File: src/rtl/upsp_wr_serializer_pkg.sv
// Shared definitions for the bicubic upsampler write-side serializer.
// Frame geometry here is shared with the bicubic stage so both agree on sizes.
package upsp_wr_serializer_pkg;

  // Pixel format and beat packing.
  localparam int PIXEL_WIDTH      = 24;
  localparam int PIX_PER_BEAT_DEF = 4;

  // Destination (upsampled) frame geometry.
  localparam int DST_WIDTH_DEF  = 3840;
  localparam int DST_HEIGHT_DEF = 2160;

  // Source frame geometry feeding the bicubic stage.
  localparam int SRC_WIDTH_DEF  = 1920;
  localparam int SRC_HEIGHT_DEF = 1080;

  // Occupancy of the single-beat holding register.
  typedef enum logic {
    BUF_EMPTY = 1'b0,
    BUF_FULL  = 1'b1
  } buf_state_e;

  // Position flags for the pixel currently at the head of the stream.
  typedef struct packed {
    logic sof;  // column 0 of row 0
    logic eol;  // last column of any row
    logic eof;  // last column of the last row
  } frame_flags_t;

  // Counter width that stays at least one bit for degenerate sizes.
  function automatic int cnt_width(input int n);
    return (n > 1) ? $clog2(n) : 1;
  endfunction

endpackage

File: src/rtl/upsp_frame_pos_cnt.sv
// Column/row position tracker for a raster-scanned frame.
// Advances one pixel per 'advance' pulse and wraps seamlessly at frame end.
module upsp_frame_pos_cnt
  import upsp_wr_serializer_pkg::*;
#(
  parameter int WIDTH  = DST_WIDTH_DEF,
  parameter int HEIGHT = DST_HEIGHT_DEF
) (
  input  logic         clk,
  input  logic         rst_n,
  input  logic         advance,
  output frame_flags_t flags
);

  localparam int COL_W = cnt_width(WIDTH);
  localparam int ROW_W = cnt_width(HEIGHT);

  localparam logic [COL_W-1:0] COL_LAST = COL_W'(WIDTH - 1);
  localparam logic [ROW_W-1:0] ROW_LAST = ROW_W'(HEIGHT - 1);

  logic [COL_W-1:0] col_q, col_d;
  logic [ROW_W-1:0] row_q, row_d;

  // Next position: step the column, carry into the row at end of line.
  always_comb begin
    // NOTE: every always_comb output gets a default first so no path leaves it unassigned (which would infer a latch).
    col_d = col_q;
    row_d = row_q;
    if (advance) begin
      if (col_q == COL_LAST) begin
        col_d = '0;
        row_d = (row_q == ROW_LAST) ? '0 : row_q + 1'b1;
      end else begin
        col_d = col_q + 1'b1;
      end
    end
  end

  // Position registers.
  always_ff @(posedge clk or negedge rst_n) begin
    if (!rst_n) begin
      col_q <= '0;
      row_q <= '0;
    end else begin
      // NOTE: sequential state uses non-blocking assignments so all flops update from pre-edge values.
      col_q <= col_d;
      row_q <= row_d;
    end
  end

  // Flags describe the pixel that the next transfer will carry.
  always_comb begin
    flags     = '0;
    flags.sof = (col_q == '0) && (row_q == '0);
    flags.eol = (col_q == COL_LAST);
    flags.eof = (col_q == COL_LAST) && (row_q == ROW_LAST);
  end

endmodule

File: src/rtl/upsp_wr_serializer.sv
// Serializes packed multi-pixel beats from the bicubic upsampler into a
// one-pixel-per-cycle AXI4-Stream with SOF (tuser) and EOL (tlast) framing.
module upsp_wr_serializer
  import upsp_wr_serializer_pkg::*;
#(
  parameter int PIXEL_WIDTH  = upsp_wr_serializer_pkg::PIXEL_WIDTH,
  parameter int PIX_PER_BEAT = PIX_PER_BEAT_DEF,
  parameter int DST_WIDTH    = DST_WIDTH_DEF,
  parameter int DST_HEIGHT   = DST_HEIGHT_DEF
) (
  input  logic                              clk,
  input  logic                              rst_n,
  input  logic [PIXEL_WIDTH*PIX_PER_BEAT-1:0] upsp_ac_wdata,
  input  logic                              upsp_ac_wvalid,
  output logic                              ac_upsp_wready,
  output logic [PIXEL_WIDTH-1:0]            m_axis_tdata,
  output logic                              m_axis_tvalid,
  input  logic                              m_axis_tready,
  output logic                              m_axis_tlast,
  output logic                              m_axis_tuser,
  output logic                              frame_done
);

  localparam int BEAT_W = PIXEL_WIDTH * PIX_PER_BEAT;
  localparam int LANE_W = cnt_width(PIX_PER_BEAT);

  localparam logic [LANE_W-1:0] LANE_LAST = LANE_W'(PIX_PER_BEAT - 1);

  buf_state_e         state_q, state_d;
  logic [BEAT_W-1:0]  beat_q, beat_d;
  logic [LANE_W-1:0]  lane_q, lane_d;
  logic               frame_done_q, frame_done_d;

  logic               last_lane;
  logic               pix_xfer;
  logic               beat_take;
  frame_flags_t       pos_flags;

  // Raster position of the pixel at the head of the stream.
  upsp_frame_pos_cnt #(
    .WIDTH  (DST_WIDTH),
    .HEIGHT (DST_HEIGHT)
  ) u_pos (
    .clk     (clk),
    .rst_n   (rst_n),
    .advance (pix_xfer),
    .flags   (pos_flags)
  );

  // Handshake decode; wready frees up on the cycle the last lane drains so
  // back-to-back beats stream without a bubble. Held low while in reset.
  always_comb begin
    last_lane      = (lane_q == LANE_LAST);
    m_axis_tvalid  = (state_q == BUF_FULL);
    pix_xfer       = m_axis_tvalid && m_axis_tready;
    ac_upsp_wready = rst_n && ((state_q == BUF_EMPTY) || (m_axis_tready && last_lane));
    beat_take      = upsp_ac_wvalid && ac_upsp_wready;
  end

  // Lane mux and framing; all are functions of registered state, so they
  // hold steady while the downstream applies backpressure.
  always_comb begin
    m_axis_tdata = '0;
    for (int i = 0; i < PIX_PER_BEAT; i++) begin
      if (lane_q == LANE_W'(i)) begin
        m_axis_tdata = beat_q[i*PIXEL_WIDTH +: PIXEL_WIDTH];
      end
    end
    m_axis_tlast = m_axis_tvalid && pos_flags.eol;
    m_axis_tuser = m_axis_tvalid && pos_flags.sof;
    frame_done   = frame_done_q;
  end

  // Next-state: buffer occupancy, lane pointer, beat capture, frame-end pulse.
  always_comb begin
    state_d      = state_q;
    beat_d       = beat_q;
    lane_d       = lane_q;
    frame_done_d = pix_xfer && pos_flags.eof;

    if (pix_xfer) begin
      lane_d = last_lane ? '0 : lane_q + 1'b1;
      if (last_lane) begin
        state_d = BUF_EMPTY;
      end
    end

    // A new beat wins over the drain of the old one in the same cycle.
    if (beat_take) begin
      beat_d  = upsp_ac_wdata;
      state_d = BUF_FULL;
    end
  end

  // State registers.
  always_ff @(posedge clk or negedge rst_n) begin
    if (!rst_n) begin
      state_q      <= BUF_EMPTY;
      // NOTE: the beat register is reset too because it drives m_axis_tdata directly and outputs must read 0 in reset.
      beat_q       <= '0;
      lane_q       <= '0;
      frame_done_q <= 1'b0;
    end else begin
      state_q      <= state_d;
      beat_q       <= beat_d;
      lane_q       <= lane_d;
      frame_done_q <= frame_done_d;
    end
  end

endmodule

File: config.mk
export PLATFORM = sky130hd
export DESIGN_NAME = upsp_wr_serializer
export DESIGN_NICKNAME = d
export VERILOG_FILES = /design/src/rtl/upsp_wr_serializer_pkg.sv /design/src/rtl/upsp_frame_pos_cnt.sv /design/src/rtl/upsp_wr_serializer.sv
export SDC_FILE = /design/constraint.sdc
export NUM_CORES = 1
export LEC_CHECK = 0
export CORE_MARGIN = 3
export CORE_UTILIZATION = 55
export DETAILED_ROUTE_END_ITERATION = 6
export PLACE_DENSITY = 0.86
export SLEW_MARGIN = 20
export SYNTH_ARGS = -nofsm -noshare
export SYNTH_HDL_FRONTEND = slang
export SYNTH_SLANG_ARGS = --single-unit
File: constraint.sdc
create_clock -name clk -period 5.1 [get_ports clk]
set_input_delay 0.51 -clock clk [delete_from_list [all_inputs] [get_ports clk]]
set_output_delay 0.51 -clock clk [all_outputs]
set_load 0.02 [all_outputs]
-- Word level (Yosys, flattened, before mapping)
Cells that the tools add are included.
- equality and inequality tests: 5
- add/sub/neg operators: 3
- $lt $le $gt $ge: 0
- bitwise logic cells: 1
- multiply operators: 0
- divide/modulo/power cells: 0
- muxes and demuxes: 10
- shift-type cells: 0
- reduce and logical (&&, ||, !) cells: 17
- operator list (cell ; count):
    24-bit 2-to-1 mux ; 4
    12-bit by 1-bit adder with 12-bit output, second input constant ; 2
    12-bit == test, second input constant ; 2
    12-bit logical NOT ; 2
    12-bit 2-to-1 mux ; 2
    1-bit logical AND ; 9
    2-bit == test, second input constant ; 2
    2-bit AND reduction ; 2
    2-bit nonzero test ; 2
    1-bit 2-to-1 mux ; 3
    2-bit by 1-bit adder with 2-bit output, second input constant ; 1
    2-bit by 1-bit == test with 1-bit output, second input constant ; 1
    2-bit logical NOT ; 1
    2-bit 2-to-1 mux ; 1
    1-bit logical OR ; 1
    1-bit NOT ; 1
- register bits after elaboration: 124
- word-level logic and storage cells: 42
- bits in read-only memories: 0
- memory bits (writable): 0
- output and inout port bits: 29
- latch bits: 0
- input port bits: 100
- memories: 0

-- Depth between registers and ports, before layout
Gate-level depths: netlist of the first run.
- depth after elaboration: 7
- depth in mapped cells: 8
- mapped depth without buffers: 6

-- Modules after synthesis
From an unflattened synthesis of the first run, not the netlist that was laid out.
- cell total of the unflattened synthesis: 469
- area total of the unflattened synthesis: 5769.3 µm²
- by module, submodules not included (module ; instances ; cells an instance ; area an instance (µm²) ; seq. area each (µm²)):
    upsp_wr_serializer ; 1 ; 316 ; 4346.7 ; 2502.4
    upsp_frame_pos_cnt ; 1 ; 153 ; 1422.6 ; 600.6

-- Worst setup path before layout of the first run
OpenSTA, ideal clock, no wires.
- path kind: reg2out
- start point: register lane_q[0]
- end point: output port m_axis_tdata[10]
- stages on the path, launching flop included: 7
- path buffers: 2
- data arrival time: 1.956 ns
- setup slack: 2.634 ns
- data required time: 4.590 ns
- cell sequence: dfrtp_1 > ha_1 > clkbuf_1 > nor2b_1 > clkbuf_1 > a221oi_1 > o31ai_1
- word-level cells in the longest chain between the ends: 5
- elaborated cells between the ends (all ways): 8
- those cells by class: 3 x eq/ne; 4 x mux; 1 x reduce/logical
- RTL lines (item ; RTL line ; text):
    start, declared ; upsp_wr_serializer.sv:31 ; logic [LANE_W-1:0] lane_q, lane_d;
    start signal, assigned ; upsp_wr_serializer.sv:106 ; lane_q <= lane_d;
    2-bit logical NOT ; upsp_wr_serializer.sv:65 ; if (lane_q == LANE_W'(i)) begin
    24-bit 2-to-1 mux (3 in a row) ; upsp_wr_serializer.sv:65 ;
    24-bit 2-to-1 mux * ; upsp_wr_serializer.sv:65 ;
    end, declared ; upsp_wr_serializer.sv:16 ; output logic [PIXEL_WIDTH-1:0] m_axis_tdata,
Mark *: on every way between the ends. The rest lies on a longest branch, timed or not.

-- Final worst setup path of the first run
- start point: register lane_q[1]
- end point: output port m_axis_tdata[12]
The elaborated chain is that of the path after synthesis.

==> flow_metrics.env, run 1 <==
export IMPL_run_status="completed"
export IMPL_wire_length_of_the_first_global_routing_pass_um=22600
export IMPL_avgRoutedWirePerCell_um=18.7
export IMPL_synth_avg_cell_area_sq_um=12.0
export IMPL_yosysTopAreaCellShare_pct=53.2
export IMPL_synthesis_nets=596
export IMPL_placement_io_buffers=128
export IMPL_grt_util_all_layers_pct=24.8
export IMPL_cell_at_the_slowest_stage_of_the_critical_path="clkdlybuf4s50_1"
export IMPL_hold_viol_final=0
export IMPL_grt_max_degree=78
export IMPL_synth_lib_cells_used_distinct=38
export IMPL_clk_lat_worst_skew_ns=0.52
export IMPL_area_growth_synth_to_final_pct=33.7
export IMPL_numClockSinks=124
export IMPL_area_sequential_sq_um=3100
export IMPL_number_of_instances_in_the_synthesized_netlist=488
export IMPL_layout_core_utilization_pct=77.7
export IMPL_drt_antenna_violating_nets=0
export IMPL_finish_instance_area_sq_um=7810
export IMPL_std_cell_core_area_sq_um=10000
export IMPL_setup_total_negative_slack_ns=0
export IMPL_startpoint_type="flop"
export IMPL_power_density_nw_per_um2=619
export IMPL_clock_skew_ns=0.0123
export IMPL_totalPowerFinal_mw=4.83
export IMPL_leakage_nw=3.25
export IMPL_detailroute_via_count=4400
export IMPL_min_period_ns=4.00
export IMPL_detailedRoute_firstIterationViolations=266
export IMPL_max_vdd_ir_drop_mv=0.401
export IMPL_clk_transition_reported_paths_ns=0.06
export IMPL_timing_final_crit_share_pct=78.5
export IMPL_cts_buffers=17
export IMPL_worst_hold_path_type="in2async"
export IMPL_drive_gt1_share_pct=23.0
export IMPL_fraction_of_registers_with_async_set_reset_pct=100
export IMPL_required_ns=4.59
export IMPL_post_placement_cell_area_sq_um=7210
export IMPL_ys_flop_type="dfrtp_1"
export IMPL_antenna_diode_count=0
export IMPL_routed_via_density=5.82
export IMPL_die_width_um=109
export IMPL_ctsHtreeMaxLevel=4
export IMPL_drt_wl_total_um=14100
export IMPL_cp_arrival_ns=3.49
export IMPL_finalSetupViolations=0
export IMPL_nFillCells=641
export IMPL_timing_setup_critical_path_class="reg2out"
export IMPL_worst_slew_margin_rel_pct=31.3
export IMPL_cts_root_buf="clkbuf_8"
export IMPL_yosys_top_cells_area="dfrtp_1 (53%), mux2_2 (19%), a221oi_1 (3.5%), o31ai_1 (3.3%), nand2_1 (2.9%)"
export IMPL_worst_pin_slew_ns=1.03
export IMPL_post_synth_instance_area_sq_um=5840
export IMPL_post_route_drc_count=0
export IMPL_row_count=36
export IMPL_maxCapViolations=0
export IMPL_hold_buffers=0
export IMPL_synth_ff_latch_count=124
export IMPL_grt_pass1_vias=4596
export IMPL_final_nets=718
export IMPL_cts_repair_resize_count=0
export IMPL_die_area_sq_um=11900
export IMPL_drv_slew=0
export IMPL_die_height_um=109
export IMPL_clock_fmax_mhz=250
export IMPL_cp_cell_sequence="inv_1, ha_1, nor2b_2, buf_4, a221oi_1, o31ai_1, clkdlybuf4s50_1"
export IMPL_antenna_violations_before_repair=0
export IMPL_rsz0062_at_grt="no"
export IMPL_cts_repair_timing_setup_buffer_count=0
export IMPL_cts_root_to_sink_buffers=2
export IMPL_number_of_flops_mapped_to_enable_cells_by_yosys=0
export IMPL_timing_critical_path_slowest_cell_delay_ns=0.66
export IMPL_worstSetupEndpointType="output pin"
export IMPL_synth_yosys_warnings=0
export IMPL_post_detailed_placement_half_perimeter_wirelength_um=9530
export IMPL_drt_pre_antenna_iters=4
export IMPL_grt_overflow_total=0
export IMPL_clock_tree_from_tritoncts="yes"
export IMPL_multi_input_area_sq_um=2590
export IMPL_yosysSeqAreaShare_pct=53.2
export IMPL_yosys_area_top_type="dfrtp_1"
export IMPL_dp_cells=724
export IMPL_crit_fanout=26
export IMPL_globalplace_congestion=0.799
export IMPL_layoutNonFillerInstCount=756
export IMPL_top_level_ports=129
export IMPL_floorplan_initialDensity_pct=58.1
-- cell families (layout without fill, tap and decap cells) --
logic type / Yosys count / after routing / share of synthesized area, %
adder cells (fa/ha/maj): 8 / 8 / 1.71
AO/OA/AOI/OAI: 74 / 74 / 9.07
flip-flops: 124 / 124 / 53.2
XOR/XNOR: 7 / 7 / 1.05
multiplexers: 102 / 102 / 19.6
buffers and inverters: 40 / 175 / 2.74
AND/OR/NAND/NOR: 133 / 133 / 12.7
-- cells in the final DEF, fill, tap and decap left out, drive strengths merged, types with 2 or more instances in the layout --
master and count:
mux2i 5, or3 5, nor2b 25, nand4b 2, a21o 2, or4 2
and4 2, inv 10, o31ai 26, clkbuf 20, nor3 5, and3 4
a221oi 23, clkinv 5, a21oi 11, xnor2 5, nor4 8, dfrtp 124
nand3 15, nand4 7, ha 8, xor2 2, buf 6, clkdlybuf4s50 127
clkinvlp 3, nand2 45, o21ai 11, and2 4, mux2 97, bufinv 4
nor2 7
-- synthesized netlist by cell type (2+ instances only) --
master / number
xor2_1: 2
inv_1: 10
nor2b_1: 25
or4_4: 2
buf_2: 4
nor4_1: 7
buf_1: 6
o21ai_0: 11
mux2i_1: 5
nand4_1: 6
or3_1: 3
nor2_1: 7
and3_1: 4
o31ai_1: 26
a221oi_1: 23
a21oi_1: 11
a21o_1: 2
dfrtp_1: 124
and4_1: 2
ha_1: 8
nand3_1: 14
clkbuf_1: 18
or3_2: 2
xnor2_1: 5
nand2_1: 45
and2_1: 4
mux2_2: 97
nor3_1: 5
-- worst paths after layout --
check / startpoint / end / slack, ns / cells past startpoint
worst max-delay path: lane_q[1]$_DFFE_PN0P_ / m_axis_tdata[12] / 1.10 / 7
worst min-delay path: rst_n / u_pos.col_q[11]$_DFFE_PN0P_ / 0.002 / 1
worst max register to register: lane_q[0]$_DFFE_PN0P_ / beat_q[64]$_DFFE_PN0P_ / 2.41 / 6
worst min register to register: beat_q[74]$_DFFE_PN0P_ / beat_q[74]$_DFFE_PN0P_ / 0.50 / 1
max in group asynchronous: rst_n / u_pos.row_q[2]$_DFFE_PN0P_ / 3.71 / 2
min in group clk: beat_q[74]$_DFFE_PN0P_ / beat_q[74]$_DFFE_PN0P_ / 0.50 / 1
-- routing by layer --
metal  vias up  track usage, %  part of all wire, %
met3        14            7.28                  6.8
met1      2220            32.1                   42
met2       134            40.4                   50
li1       2032               -                    -
met5         -               0                    0
met4         0            7.48                  1.2
-- area by class of cell --
cell class	instances	area share, %
Clock buffer	20	5.45
Clock inverter	12	2.20
Inverter	10	0.481
Multi-Input combinational cell	324	33.1
Sequential cell	124	39.7
Tap cell	133	2.13
Timing Repair Buffer	133	16.9
-- per-stage QoR --
step / setup WS (ns) / hold WS, ns
3_3_place_gp: 1.73 / 0.488
4_1_cts: 1.10 / 0.0133
3_5_place_dp: 1.62 / 0.494
2_1_floorplan: 2.63 / 0.214
5_1_grt: 0.870 / 0.0426
6_report: 1.10 / 0.00188
-- state kept, by name (all words and copies together), names as in the netlist --
name           flops
beat_q            96
frame_done         1
lane_q             2
m_axis_tvalid      1
u_pos.col_q       12
u_pos.row_q       12
-- worst max-delay path: cells and delay by family, from the launching register on --
| family | cells | cell delay (ns) |
|---|---|---|
| AND/OR/NAND/NOR | 1 | 0.60 |
| adder cells (fa/ha/maj) | 1 | 0.54 |
| buffers and inverters | 3 | 1.04 |
| flip-flops | 1 | 0.39 |
| AO/OA/AOI/OAI | 2 | 0.40 |
-- power by group --
group | internal (mW) | leakage (nW) | switching (mW)
logic | 1.00 | 1.46 | 0.950
registers | 1.41 | 1.50 | 0.264
clock network | 0.790 | 0.285 | 0.422
total | 3.20 | 3.25 | 1.63
Note: power is estimated with default switching activity, not from simulation.
==> inputs of run 2 (changes only) <==
CORE_UTILIZATION = 46   (was 55)
PLACE_DENSITY = 0.77   (was 0.86)
clock period = 3.55 ns   (was 5.1 ns; I/O delays follow)
==> flow_metrics.env, run 2 (same netlist as run 1, synthesis figures left out) <==
export IMPL_min_period_ns=3.20
export IMPL_clock_tree_from_tritoncts="yes"
export IMPL_cts_root_to_sink_buffers=2
export IMPL_clock_skew_ns=0.00706
export IMPL_cts_buffers=17
export IMPL_reg_top3="beat_q: 96 flops, u_pos.col_q: 12 flops, u_pos.row_q: 12 flops"
export IMPL_detailedRoute_firstIterationViolations=215
export IMPL_top_signal_layer_used="met4"
export IMPL_drv_slew=0
export IMPL_die_height_um=119
export IMPL_final_nets=719
export IMPL_nFillCells=980
export IMPL_max_vdd_ir_drop_mv=0.728
export IMPL_drt_pre_antenna_iters=5
export IMPL_cell_at_the_slowest_stage_of_the_critical_path="ha_2"
export IMPL_routed_via_density=5.47
export IMPL_rsz0062_at_grt="no"
export IMPL_top_level_ports=129
export IMPL_numClockSinks=124
export IMPL_post_route_drc_count=0
export IMPL_crit_fanout=48
export IMPL_layout_cells_most_common="clkdlybuf4s50_1"
export IMPL_startpoint_type="flop"
export IMPL_cp_arrival_ns=2.85
export IMPL_timing_final_crit_share_pct=90.2
export IMPL_area_growth_synth_to_final_pct=35.2
export IMPL_met2_length_um=7010
export IMPL_drt_wl_total_um=14000
export IMPL_grt_util_all_layers_pct=20.9
export IMPL_multi_input_area_sq_um=2590
export IMPL_avgRoutedWirePerCell_um=17.7
export IMPL_row_count=40
export IMPL_cts_repair_timing_setup_buffer_count=0
export IMPL_worst_pin_slew_ns=0.897
export IMPL_most_common_layout_cells="clkdlybuf4s50_1 (127), dfrtp_1 (124), mux2_2 (97)"
export IMPL_met3WireLength_um=998
export IMPL_clk_lat_worst_skew_ns=0.41
export IMPL_grt_max_degree=98
export IMPL_worst_slew_margin_rel_pct=40.2
export IMPL_fin_worst_hold_slack_ns=0.487
export IMPL_post_placement_cell_area_sq_um=7270
export IMPL_post_detailed_placement_half_perimeter_wirelength_um=9470
export IMPL_critical_path_top_delay_family="adder cells"
export IMPL_cp_cell_sequence="inv_1, ha_2, a221oi_1, o31ai_1, clkdlybuf4s50_1"
export IMPL_clk_transition_reported_paths_ns=0.05
export IMPL_startpoint="lane_q[0]$_DFFE_PN0P_"
export IMPL_placement_io_buffers=128
export IMPL_area_sequential_sq_um=3100
export IMPL_grt_pass1_vias=4678
export IMPL_globalplace_congestion=0.827
export IMPL_grt_overflow_total=0
export IMPL_top_register="beat_q"
export IMPL_clock_fmax_mhz=312
export IMPL_worst_hold_path_type="in2async"
export IMPL_antenna_diode_count=0
export IMPL_detailroute_via_count=4334
export IMPL_std_cell_core_area_sq_um=12200
export IMPL_floorplan_initialDensity_pct=47.8
export IMPL_r2r_start="lane_q[0]$_DFFE_PN0P_"
export IMPL_timing_critical_path_slowest_cell_delay_ns=0.78
export IMPL_drt_met1_wl_um=5800
export IMPL_largest_register_ffs=96
export IMPL_run_status="completed"
export IMPL_hold_viol_final=0
export IMPL_cts_root_buf="clkbuf_16"
export IMPL_setup_total_negative_slack_ns=0
export IMPL_die_area_sq_um=14100
export IMPL_wire_length_of_the_first_global_routing_pass_um=23400
export IMPL_die_width_um=119
export IMPL_ctsHtreeMaxLevel=4
export IMPL_worstSetupEndpointType="output pin"
export IMPL_finish_instance_area_sq_um=7890
export IMPL_maxCapViolations=0
export IMPL_postLayoutSetupSlackWorst_ns=0.346
export IMPL_antenna_violations_before_repair=0
export IMPL_drt_antenna_violating_nets=0
export IMPL_drive_gt1_share_pct=23.1
export IMPL_power_density_nw_per_um2=879
export IMPL_finalSetupViolations=0
export IMPL_dpl_worst_slack_ns=0.764
export IMPL_timing_setup_critical_path_class="reg2out"
export IMPL_timing_critical_path_buf_inv=2
export IMPL_leakage_nw=3.27
export IMPL_required_ns=3.19
[run 2: changes by cell type in the layout (fill, tap and decap cells not counted), sizes merged]
cell and delta:
bufinv -2, clkinv -3, dlygate4sd3 +1, clkbuf +7, clkinvlp -2
[run 2: final timing paths]
path | endpoint | slack (ns) | depth (start not counted)
worst max-delay path | m_axis_tdata[9] | 0.35 | 5
max in group asynchronous | beat_q[65]$_DFFE_PN0P_ | 1.94 | 3
worst max register to register | beat_q[22]$_DFFE_PN0P_ | 1.14 | 6
worst min register to register | beat_q[95]$_DFFE_PN0P_ | 0.50 | 1
worst min-delay path | u_pos.row_q[11]$_DFFE_PN0P_ | 0.49 | 2
min in group clk | beat_q[95]$_DFFE_PN0P_ | 0.50 | 1
[run 2: metal layers]
| layer | GRT usage [%] | vias to the layer above |
|---|---|---|
| met2 | 34.1 | 132 |
| met3 | 7.66 | 18 |
| met4 | 7.53 | 0 |
| li1 | - | 2028 |
| met1 | 25.5 | 2156 |
| met5 | 0 | - |
[run 2: timing repair]
item / in CTS / in global routing
endpoints found under the setup margin: 0 / 0
gates resized for setup: 0 / 0
hold buffers: 1 / 0
endpoints found under the hold margin: 40 / 0
[run 2: cell type report]
| cell class | count | share of cell area (%) |
|---|---|---|
| well taps | 168 | 2.66 |
| repair buffers | 134 | 17.0 |
| multi-input cells | 324 | 32.8 |
| clock buffers | 27 | 6.75 |
| inverters | 10 | 0.476 |
| flip-flops and latches | 124 | 39.3 |
| clock inverters | 5 | 0.983 |
[run 2: power by group]
part | internal [mW] | switching (mW)
Combinational | 1.45 | 1.34
Clock | 1.16 | 0.587
Sequential | 2.02 | 0.371
[run 2: worst reg2reg max path, stage by stage (launching register included)]
cell and delay (ns):
dfrtp_1 0.41, ha_2 0.61, nand2_1 0.17, a21boi_1 0.33, nand2_4 0.09, buf_12 0.22
mux2_2 0.48
[run 2: through the flow]
| stage | power, mW | util (%) | cells |
|---|---|---|---|
| global placement | 5.10 | 59.5 | 759 |
| detailed placement | 5.21 | 59.5 | 759 |
| finish | 6.94 | 64.6 | 792 |
| floorplan | 4.06 | - | 488 |
| global route | 7.35 | 64.6 | 792 |
| CTS | 7.00 | 64.6 | 792 |
==> patch (flow settings as in run 2) <==
`PIXEL_WIDTH`: 24 -> 12.
--- a/src/rtl/upsp_wr_serializer_pkg.sv
+++ b/src/rtl/upsp_wr_serializer_pkg.sv
@@ -4,5 +4,5 @@
 
   // Pixel format and beat packing.
-  localparam int PIXEL_WIDTH      = 24;
+  localparam int PIXEL_WIDTH      = 12;
   localparam int PIX_PER_BEAT_DEF = 4;
 
Ports: changed (resized m_axis_tdata and upsp_ac_wdata); port bits go from 129 to 69. No check against the original RTL was run, so the function may have changed too.
==> patch against run 2 <==
Worst hold slack got worse by 0.19 ns; total power down 48%; sequential cell count is 48 lower; design area is 41% lower; synthesized area fell by 37%; largest power group is now sequential cells; routed wire length is 38% lower; combinational power fell by 48%; setup slack gained 0.054 ns; critical path depth is 2 higher; global-route usage is 0.77 points lower; clock power down 57%.
==> patch: results (changes against run 2) <==
{| class="wikitable"
! Metric !! Value
|-
| Post-Synthesis Cells || 332 (-32%)
|-
| Total number of nets in the final design || 459 (-36%)
|-
| Leading cell type in the layout, fill and taps excluded || dfrtp_1
|-
| Post-synthesis sequential area ratio || 51.51% (-1.7 points)
|-
| Worst setup skew after layout || 0.01092 ns (+0.003859 ns)
|-
| Outcome || completed
|-
| Length of the first detailed-routing pass in iterations || 4 (-1)
|-
| Data arrival time of the critical path || 2.79 ns (-0.06 ns)
|-
| Met2 global-route usage || 29.53% (-4.6 points)
|-
| Met3 WL post-DR || 336 um (-66%)
|-
| Met3 track utilization from global routing || 3.157% (-4.5 points)
|-
| Clock H-tree levels || 3 (-1)
|-
| Standard cell with the maximum stage delay on the critical path || clkdlybuf4s50_1
|-
| Most area-consuming cells after synthesis || dfrtp_1, mux2_2, ha_1
|-
| Largest net degree at the start of global routing || 77 (-21%)
|-
| Distinct cell type count after synthesis || 36 (-5.3%)
|-
| Global-route wire length before repair || 13.94 mm (-40%)
|-
| Top Family by Delay on Critical Path || buffers and inverters
|-
| Largest incremental delay on the critical path || 0.65 ns (-0.13 ns)
|-
| Port bufs || 68 (-47%)
|-
| Leakage dissipation || 1.966 nW (-40%)
|-
| Instance area at placement || 4466 um^2 (-39%)
|-
| Half-perimeter wire length after detailed placement || 6.122 mm (-35%)
|-
| Pin slew with the least headroom to its limit || 0.9273 ns (+0.03053 ns)
|-
| Worst-case register-to-register setup slack || 1.02 ns (-0.12 ns)
|-
| Largest regs || beat_q (48), u_pos.col_q (12), u_pos.row_q (12)
|-
| Highest net fanout along the worst path || 14 (-71%)
|-
| Library cell used as clock root buffer || clkbuf_8
|-
| Number of DRC markers in iteration 0 || 129 (-40%)
|-
| Routed met2 length || 4.090 mm (-42%)
|-
| Inserted Clock Buffers || 9 (-8)
|-
| Pre-CTS setup slack || 0.8025 ns (+0.03800 ns)
|-
| Post-CTS clock slew at the launch and capture registers of the worst setup and hold paths || 0.08 ns (+0.03 ns)
|-
| Total length of routed wires || 8.714 mm (-38%)
|}
patch: final timing paths:
| path | from | end | cells after the start |
|---|---|---|---|
| max reg2reg | lane_q[0] | beat_q[29] | 6 |
| min reg2reg | beat_q[35] | beat_q[35] | 1 |
| max | lane_q[1] | m_axis_tdata[11] | 7 |
| max in group asynchronous | rst_n | u_pos.col_q[1] | 2 |
| min in group clk | beat_q[35] | beat_q[35] | 1 |
| min | rst_n | u_pos.col_q[5] | 2 |
patch: through the flow:
step / utilization (%) / power (mW)
floorplan: - / 2.299
global placement: 57.49 / 2.842
detailed placement: 57.49 / 2.895
CTS: 60.41 / 3.651
global route: 60.41 / 3.854
finish: 60.41 / 3.633
patch: final cells by class:
| class | count | area share, % |
|---|---|---|
| inverter | 13 | 1.040 |
| clock inverter | 5 | 1.813 |
| sequential | 76 | 40.53 |
| tap | 102 | 2.720 |
| clock buffer | 11 | 3.013 |
| timing repair buffer | 73 | 15.20 |
| multi-input combinational | 226 | 35.68 |
patch: report_power, final:
group          switching (mW)  internal [mW]  leakage (nW)
clock network           0.331          0.418         0.110
registers               0.251           1.19         0.910
logic                   0.682          0.762         0.946
total                    1.26           2.37          1.97
patch: kinds of logic (layout without fill, tap and decap cells):
logic type	count (synthesis)	in the layout	share of synthesized area [%]
buffers and inverters	30	102	3.219
adders and majority gates	8	8	2.711
DFF	76	76	51.51
muxes	49	49	14.94
xor gates and xnor gates	8	8	1.898
AOI/OAI and AO/OA	54	54	10.20
and+or+nand+nor	107	107	15.52
patch: worst reg2reg max path, cell delays in order (launching register included):
cell	delay [ns]
dfrtp_1	0.42
ha_1	0.78
nand2_1	0.18
a21boi_1	0.28
nand2_2	0.07
buf_4	0.30
mux2_2	0.41
